### config.mk
export PLATFORM = sky130hd
export DESIGN_NAME = program_loader
export DESIGN_NICKNAME = d
export VERILOG_FILES = /design/src/rtl/program_loader.sv
export SDC_FILE = /design/constraint.sdc
export NUM_CORES = 1
export LEC_CHECK = 0
export ABC_CLOCK_PERIOD_IN_PS = 3600
export CAP_MARGIN = 25
export CORE_ASPECT_RATIO = 1.1
export CORE_MARGIN = 1.5
export CORE_UTILIZATION = 57
export CTS_CLUSTER_SIZE = 25
export DETAILED_ROUTE_END_ITERATION = 7
export GPL_ROUTABILITY_DRIVEN = 0
export PLACE_DENSITY = 0.88
export SETUP_SLACK_MARGIN = 0.02
export SYNTH_ARGS = -nofsm -noshare
export SYNTH_HDL_FRONTEND = slang
export SYNTH_SLANG_ARGS = --single-unit
### constraint.sdc
create_clock -name clk -period 3.6 [get_ports clk]
set_input_delay 1.08 -clock clk [delete_from_list [all_inputs] [get_ports clk]]
set_output_delay 1.08 -clock clk [all_outputs]
set_load 0.01 [all_outputs]
### src/rtl/program_loader.sv
// Host-link program loader: length-prefixed byte stream -> little-endian words into main_memory.
// Optional trailing checksum word enabled by defining LOADER_CHECKSUM_EN.
module program_loader #(
    parameter logic [31:0] BASE_ADDR = 32'd0,
    parameter int          DEPTH     = 2048
) (
    input  logic        clk,
    input  logic        rst,
    input  logic        start,
    input  logic        in_valid,
    input  logic [7:0]  in_data,
    output logic        in_ready,
    output logic [31:0] mem_waddr,
    output logic [31:0] mem_wdata,
    output logic        mem_wen,
    output logic        cpu_hold,
    output logic        done,
    output logic        error
);

`ifdef LOADER_CHECKSUM_EN
    typedef enum logic [2:0] {IDLE, LEN, DATA, WRITE, DONE, ERR, CHK} state_t;
`else
    typedef enum logic [2:0] {IDLE, LEN, DATA, WRITE, DONE, ERR} state_t;
`endif

    state_t      state, state_n;
    logic [1:0]  byte_cnt;
    logic [31:0] word_idx;
    logic [31:0] len_q;
    logic [31:0] asm_q;
    logic [31:0] word_in;
    logic        xfer;
    logic        last_byte;
    logic        restart;
`ifdef LOADER_CHECKSUM_EN
    logic [31:0] sum_q;
`endif

    // word_in is the complete word as it will be once the current byte lands
    assign word_in   = {in_data, asm_q[23:0]};
    assign last_byte = (byte_cnt == 2'd3);
    assign restart   = start && (state == IDLE || state == DONE || state == ERR);

`ifdef LOADER_CHECKSUM_EN
    assign in_ready = (state == LEN) || (state == DATA) || (state == CHK);
    assign cpu_hold = (state == LEN) || (state == DATA) || (state == WRITE) || (state == CHK);
`else
    assign in_ready = (state == LEN) || (state == DATA);
    assign cpu_hold = (state == LEN) || (state == DATA) || (state == WRITE);
`endif
    assign xfer    = in_valid && in_ready;
    assign mem_wen = (state == WRITE);
    assign done    = (state == DONE);
    assign error   = (state == ERR);

    always_ff @(posedge clk or negedge rst) begin
        if (!rst) state <= IDLE;
        else      state <= state_n;
    end

    always_comb begin
        state_n = state;
        case (state)
            IDLE, DONE, ERR: if (start) state_n = LEN;
            LEN: if (xfer && last_byte) begin
`ifdef LOADER_CHECKSUM_EN
                if (word_in == 32'd0)             state_n = CHK;
`else
                if (word_in == 32'd0)             state_n = DONE;
`endif
                else if (word_in > 32'(DEPTH))    state_n = ERR;
                else                              state_n = DATA;
            end
            DATA: if (xfer && last_byte) state_n = WRITE;
            WRITE: begin
`ifdef LOADER_CHECKSUM_EN
                if (word_idx + 32'd1 == len_q) state_n = CHK;
`else
                if (word_idx + 32'd1 == len_q) state_n = DONE;
`endif
                else                           state_n = DATA;
            end
`ifdef LOADER_CHECKSUM_EN
            CHK: if (xfer && last_byte) state_n = (word_in == sum_q) ? DONE : ERR;
`endif
            default: state_n = IDLE;
        endcase
    end

    always_ff @(posedge clk or negedge rst) begin
        if (!rst) begin
            byte_cnt  <= '0;
            word_idx  <= '0;
            len_q     <= '0;
            asm_q     <= '0;
            mem_waddr <= '0;
            mem_wdata <= '0;
`ifdef LOADER_CHECKSUM_EN
            sum_q     <= '0;
`endif
        end else begin
            if (restart) begin
                byte_cnt <= '0;
                word_idx <= '0;
                len_q    <= '0;
                asm_q    <= '0;
`ifdef LOADER_CHECKSUM_EN
                sum_q    <= '0;
`endif
            end
            // byte counter wraps after 4, so each phase starts at lane 0
            if (xfer) begin
                byte_cnt                   <= byte_cnt + 2'd1;
                asm_q[{byte_cnt, 3'b000} +: 8] <= in_data;
            end
            if (state == LEN && xfer && last_byte) len_q <= word_in;
            // address/data registered early so they are valid throughout WRITE
            if (state == DATA && xfer && last_byte) begin
                mem_waddr <= BASE_ADDR + word_idx;
                mem_wdata <= word_in;
            end
            if (state == WRITE) begin
                word_idx <= word_idx + 32'd1;
`ifdef LOADER_CHECKSUM_EN
                sum_q    <= sum_q + mem_wdata;
`endif
            end
        end
    end

endmodule

==> impl_metrics.py, run 1 <==
metrics = {
    "cells_and_area": {
        "layout_common_cells": "dfrtp_1 (157), nand2_1 (128), o21ai_0 (98)",
        "layout_commonest_cell": "dfrtp_1",
        "syn2layout_area_growth_pct": 19.55,
        "antenna_cells": 0,
        "num-nets-final": 858,
        "fillCellCount": 954,
        "drive_above_1_share_pct": 13.83,
    },
    "floorplanning": {
        "fp.dieW_um": 114.5,
        "num_rows": 44,
        "die-area_um2": 14380,
        "io_pins": 81,
        "start_util_pct": 58.71,
        "coreArea_um2": 13270,
        "die_h_um": 125.6,
    },
    "power": {
        "pwr_density_cell_nw_per_um2": 514.1,
        "p_leak_nw": 4.092,
        "vdd_drop_max_mv": 0.4249,
    },
    "sta": {
        "rsz0062_at_grt": "false",
        "finalHoldViolCount": 0,
        "worstMarginPinSlew_ns": 1.027,
        "worst_slack_ns": 0.3405,
        "period_needed_ns": 3.259,
        "slew_headroom_pct": 31.39,
        "setup-tns-final_ns": 0,
        "holdWs_ns": 0.5041,
        "max_freq_mhz": 306.8,
        "min_period_over_period_pct": 90.54,
        "slew_viol_final": 0,
        "finalSetupViolCount": 0,
        "fin_skew_ns": 0.007593,
    },
    "global_routing": {
        "grt_start_max_net_pins": 67,
        "antenna_found_initial": 0,
        "grt_pass1_wl_um": 30670,
        "globalRouteTotalUtil_pct": 27.54,
        "grt_overflow": 0,
        "grt_pass1_vias": 5926,
    },
    "setup_path": {
        "crit_type": "reg2out",
        "arrival_ns": 2.18,
        "cp.required_ns": 2.52,
        "endpoint_kind": "output pin",
        "critical_path.max_fanout": 8,
        "cp-start-kind": "flip-flop",
    },
    "synth": {
        "synthCells": 785,
        "synth_top_area_cell": "dfrtp_1",
        "synth_seq_cells": 157,
        "syn_nets": 803,
        "synthTopCellsByArea": "dfrtp_1 (50%), mux2_2 (9.3%), o21ai_0 (6.3%), nand2_1 (6.2%), xnor2_1 (2.8%)",
        "synth_area_um2": 7790,
        "synth-seq-area-share_pct": 50.43,
        "synth_top_area_share_pct": 50.43,
        "synth_edf_count": 0,
        "async_reset_ff_share_pct": 100.0,
        "syn_avg_cell_area_um2": 9.924,
        "synth_ff_type": "dfrtp_1",
        "ys.warnings.count": 0,
        "synth_cell_type_count": 58,
    },
    "drt": {
        "drc": 0,
        "vias": 6398,
        "ant_nets": 0,
        "drt_iter0_markers": 559,
        "viasPerCell": 6.170,
        "wl_um": 18770,
        "drt-pass1-iter-count": 7,
        "wire_per_inst_um": 18.10,
    },
    "cts": {
        "htreeDepth": 4,
        "post_cts_buffers": 0,
        "path_clk_slew_ns": 0.06,
        "hold_buffers": 0,
        "post_cts_resized": 0,
        "insertion_delay_ns": 0.44,
        "cts_made_buffers": 17,
        "clk_root_buffer_cell": "clkbuf_16",
        "cts_buffer_depth": 2,
        "cts_tree": "done",
        "numClockSinks": 157,
    },
    "placed_design": {
        "place_ws_ns": 0.2889,
        "portBuffers": 80,
        "dp_hpwl_um": 13150,
    },
    "run_status": {
        "status": "finished, final reports clean",
    },
    "job": {
        "cap_viol_max_count": 0,
    },
    "min_path": {
        "hp-class": "reg2reg",
    },
}
metal layers:
layer | wire [µm] | global-route usage (%) | vias to the layer above | part of all wire, %
li1 | - | - | 2920 | -
met1 | 7906 | 38.52 | 3091 | 42
met2 | 8805 | 41.28 | 329 | 47
met3 | 1321 | 5.005 | 58 | 7.0
met4 | 738 | 14.19 | 0 | 3.9
met5 | 0 | 0 | - | 0
state kept, by name, indices dropped and copies added, names as in the netlist:
register / count
asm_q: 24
word_idx: 32
byte_cnt: 2
mem_waddr: 32
state: 3
len_q: 32
mem_wdata: 32
metrics by stage:
stage               cells  power (mW)  utilization, %  cell area, µm²
finish               1037       4.788           70.19            9313
global route         1037       4.990           70.19            9313
CTS                  1037       4.787           70.19            9313
detailed placement   1005       2.922           65.56            8698
global placement     1005       2.903           65.56            8698
floorplan             785       2.598               -            7790
worst max-delay path: stages (launching register included):
cell and delay, ns:
dfrtp_1 0.46, inv_1 0.24, nand2_1 0.12, a21oi_1 0.31
clkdlybuf4s50_1 0.60
worst paths after layout:
kind | start | end | slack, ns | depth (start not counted)
max in group asynchronous | rst | mem_wdata[17]$_DFFE_PN0P_ | 2.05 | 2
worst max-delay path | state[0]$_DFFE_PN0P_ | in_ready | 0.34 | 4
min in group asynchronous | rst | mem_waddr[5]$_DFFE_PN0P_ | 0.64 | 1
worst max register to register | word_idx[0]$_DFFE_PN0P_ | state[1]$_DFFE_PN0P_ | 0.61 | 8
worst min register to register | mem_waddr[10]$_DFFE_PN0P_ | mem_waddr[10]$_DFFE_PN0P_ | 0.50 | 1
worst min-delay path | mem_waddr[10]$_DFFE_PN0P_ | mem_waddr[10]$_DFFE_PN0P_ | 0.50 | 1
final cells by class:
| type | instances | area (µm²) | area share, % |
|---|---|---|---|
| tap | 184 | 230.2 | 2.472 |
| clock buffer | 20 | 456.7 | 4.904 |
| sequential | 157 | 3929 | 42.19 |
| timing repair buffer | 91 | 897.1 | 9.633 |
| clock inverter | 12 | 157.7 | 1.693 |
| inverter | 7 | 26.28 | 0.2821 |
| multi-input combinational | 566 | 3616 | 38.83 |
synth_stat cells, drive strengths merged, types with 2 or more instances:
library cell / n
dfrtp: 157
nand2: 129
o21ai: 100
mux2: 64
clkbuf: 38
nand3: 35
xnor2: 25
a21oi: 23
nor2: 23
nor4: 18
xor2: 18
buf: 17
nand4: 15
nor3: 12
o31ai: 11
a31oi: 10
a22o: 9
and2: 9
and3: 8
and4: 7
ha: 6
inv: 6
nor2b: 4
a2111oi: 3
nor3b: 3
o211ai: 3
or4: 3
or4b: 3
mux2i: 2
nand2b: 2
o21a: 2
o22ai: 2
o41ai: 2
or3: 2
power breakdown:
group	switching, mW	internal, mW
Clock	0.733	1.13
Sequential	0.188	1.87
Combinational	0.550	0.312
Total	1.47	3.32
logic make-up (layout without fill, tap and decap cells):
kind of cell	count (synthesis)	in the layout	share of synthesized area [%]
muxes	66	66	9.509
xor gates and xnor gates	43	43	4.835
buffers and inverters	62	130	3.421
and+or+nand+nor	277	277	17.84
DFF	157	157	50.43
adders and majority gates	6	6	0.9637
AOI/OAI and AO/OA	174	174	12.99
(Power assumes the default switching activity.)
==> run 2, diff against run 1 <==
- RECOVER_POWER: unset -> 100
==> run 2 against run 1 <==
The run now ends with capacitance limit, slew limit left. Non-clock buffer count unchanged. Utilization decreased by 0.25 points. Critical endpoint unchanged. Clock power about the same. Via count decreased by 0.33%. Combinational power decreased by 2.4%. Sequential share of layout area increased by 0.15 points. Highest routed layer unchanged. Power decreased by 0.38%.
==> impl_metrics.py, run 2 (same netlist as run 1, synthesis figures left out) <==
metrics = {
    "cts": {
        "clk_root_buffer_cell": "clkbuf_16",
        "post_cts_buffers": 0,
        "cts_made_buffers": 17,
        "post_cts_resized": 0,
        "path_clk_slew_ns": 0.07,
        "cts_tree": "done",
        "hold_buffers": 0,
        "cts_buffer_depth": 2,
        "numClockSinks": 157,
        "htreeDepth": 4,
        "insertion_delay_ns": 0.44,
    },
    "setup_path": {
        "r2r_cells": 5,
        "reg2reg_slack_ns": 0.53,
        "r2r_start": "state[0]$_DFFE_PN0P_",
        "arrival_ns": 2.19,
        "cp-start-kind": "flip-flop",
        "crit_type": "reg2out",
        "endpoint": "in_ready",
        "cp.required_ns": 2.52,
        "endpoint_kind": "output pin",
        "critical_path.max_fanout": 8,
        "r2r_end": "len_q[7]$_DFFE_PN0P_",
        "crit_path_start": "state[1]$_DFFE_PN0P_",
    },
    "power": {
        "vdd_drop_max_mv": 0.4142,
        "p_leak_nw": 4.323,
        "pwr_density_cell_nw_per_um2": 514.0,
    },
    "sta": {
        "fin_skew_ns": 0.008538,
        "worstMarginPinSlew_ns": 1.826,
        "period_needed_ns": 3.270,
        "setup-tns-final_ns": 0,
        "finalHoldViolCount": 0,
        "finalSetupViolCount": 0,
        "min_period_over_period_pct": 90.83,
        "slew_headroom_pct": -22.53,
        "max_freq_mhz": 305.8,
        "rsz0062_at_grt": "false",
        "slew_viol_final": 94,
    },
    "global_routing": {
        "grt_pass1_vias": 5926,
        "grt_pass1_wl_um": 30670,
        "grt_start_max_net_pins": 67,
        "grt_overflow": 0,
        "antenna_found_initial": 0,
        "globalRouteTotalUtil_pct": 27.54,
    },
    "cells_and_area": {
        "num-nets-final": 858,
        "layout_commonest_cell": "dfrtp_1",
        "drive_above_1_share_pct": 13.60,
        "syn2layout_area_growth_pct": 19.13,
        "fillCellCount": 963,
        "utilization_pct": 69.95,
        "layout_common_cells": "dfrtp_1 (157), nand2_1 (128), o21ai_0 (99)",
        "antenna_cells": 0,
    },
    "placed_design": {
        "portBuffers": 80,
        "dp_hpwl_um": 13150,
    },
    "drt": {
        "viasPerCell": 6.149,
        "wire_per_inst_um": 18.04,
        "drc": 0,
        "wl_um": 18710,
        "ant_nets": 0,
        "drt-pass1-iter-count": 5,
        "vias": 6377,
        "drt_iter0_markers": 553,
    },
    "min_path": {
        "hp-class": "reg2reg",
    },
    "run_status": {
        "status": "complete, but fails checks",
        "violations": "capacitance limit, slew limit",
    },
    "job": {
        "cap_viol_max_count": 2,
    },
    "floorplanning": {
        "io_pins": 81,
        "die-area_um2": 14380,
        "die_h_um": 125.6,
        "fp.dieW_um": 114.5,
        "coreArea_um2": 13270,
        "num_rows": 44,
        "start_util_pct": 58.71,
    },
}
==> run 2: how the worst min path moves through the flow <==
| stage | from | to | slack, ns | cells past startpoint |
|---|---|---|---|---|
| 5_1_grt | mem_waddr[10]$_DFFE_PN0P_ | mem_waddr[10]$_DFFE_PN0P_ | 0.52 | 1 |
| 4_1_cts | mem_waddr[24]$_DFFE_PN0P_ | mem_waddr[24]$_DFFE_PN0P_ | 0.51 | 1 |
| 2_1_floorplan | word_idx[31]$_DFFE_PN0P_ | word_idx[31]$_DFFE_PN0P_ | 0.48 | 1 |
| 3_5_place_dp | mem_wdata[26]$_DFFE_PN0P_ | mem_wdata[26]$_DFFE_PN0P_ | 0.49 | 1 |
| 6_report | mem_waddr[10]$_DFFE_PN0P_ | mem_waddr[10]$_DFFE_PN0P_ | 0.50 | 1 |
| 3_3_place_gp | mem_wdata[24]$_DFFE_PN0P_ | mem_wdata[24]$_DFFE_PN0P_ | 0.49 | 1 |
==> run 2: worst max-delay path, stage by stage (launching register included) <==
cell	delay (ns)
dfrtp_1	0.46
inv_1	0.23
nand2_1	0.12
a21oi_1	0.28
dlygate4sd3_1	0.65
==> run 2: through the flow <==
stage               worst slack (ns)  power [mW]  cell area (µm²)  hold WS (ns)  std cells
floorplan                     0.9912       2.598             7790        0.4814        785
global placement              0.4217       2.903             8698        0.4900       1005
detailed placement            0.2889       2.922             8698        0.4943       1005
CTS                           0.3883       4.787             9313        0.5086       1037
global route                  0.1817       4.965             9280        0.5157       1037
finish                        0.3301       4.770             9280        0.4964       1037
==> run 2: area by class of cell <==
class                   instances  area (µm²)  share of cell area [%]
clock buffers                  20       456.7                   4.921
clock inverters                12       157.7                   1.699
inverters                       7       26.28                  0.2831
multi-input cells             566        3600                   38.79
flip-flops and latches        157        3929                   42.34
well taps                     184       230.2                   2.481
repair buffers                 91       880.8                   9.492
==> run 2: power by group <==
| part | leakage [nW] | switching [mW] | total, mW | internal, mW |
|---|---|---|---|---|
| logic | 1.84 | 0.545 | 0.841 | 0.296 |
| registers | 2.18 | 0.184 | 2.06 | 1.87 |
| clock network | 0.305 | 0.740 | 1.87 | 1.13 |
| total | 4.32 | 1.47 | 4.77 | 3.30 |
==> run 2: metal layers <==
metal	up-vias	GRT usage (%)	wire (µm)
met3	66	5.005	1276
met5	-	0	0
met1	3076	38.52	7867
met2	313	41.28	8776
met4	0	14.19	793
li1	2922	-	-
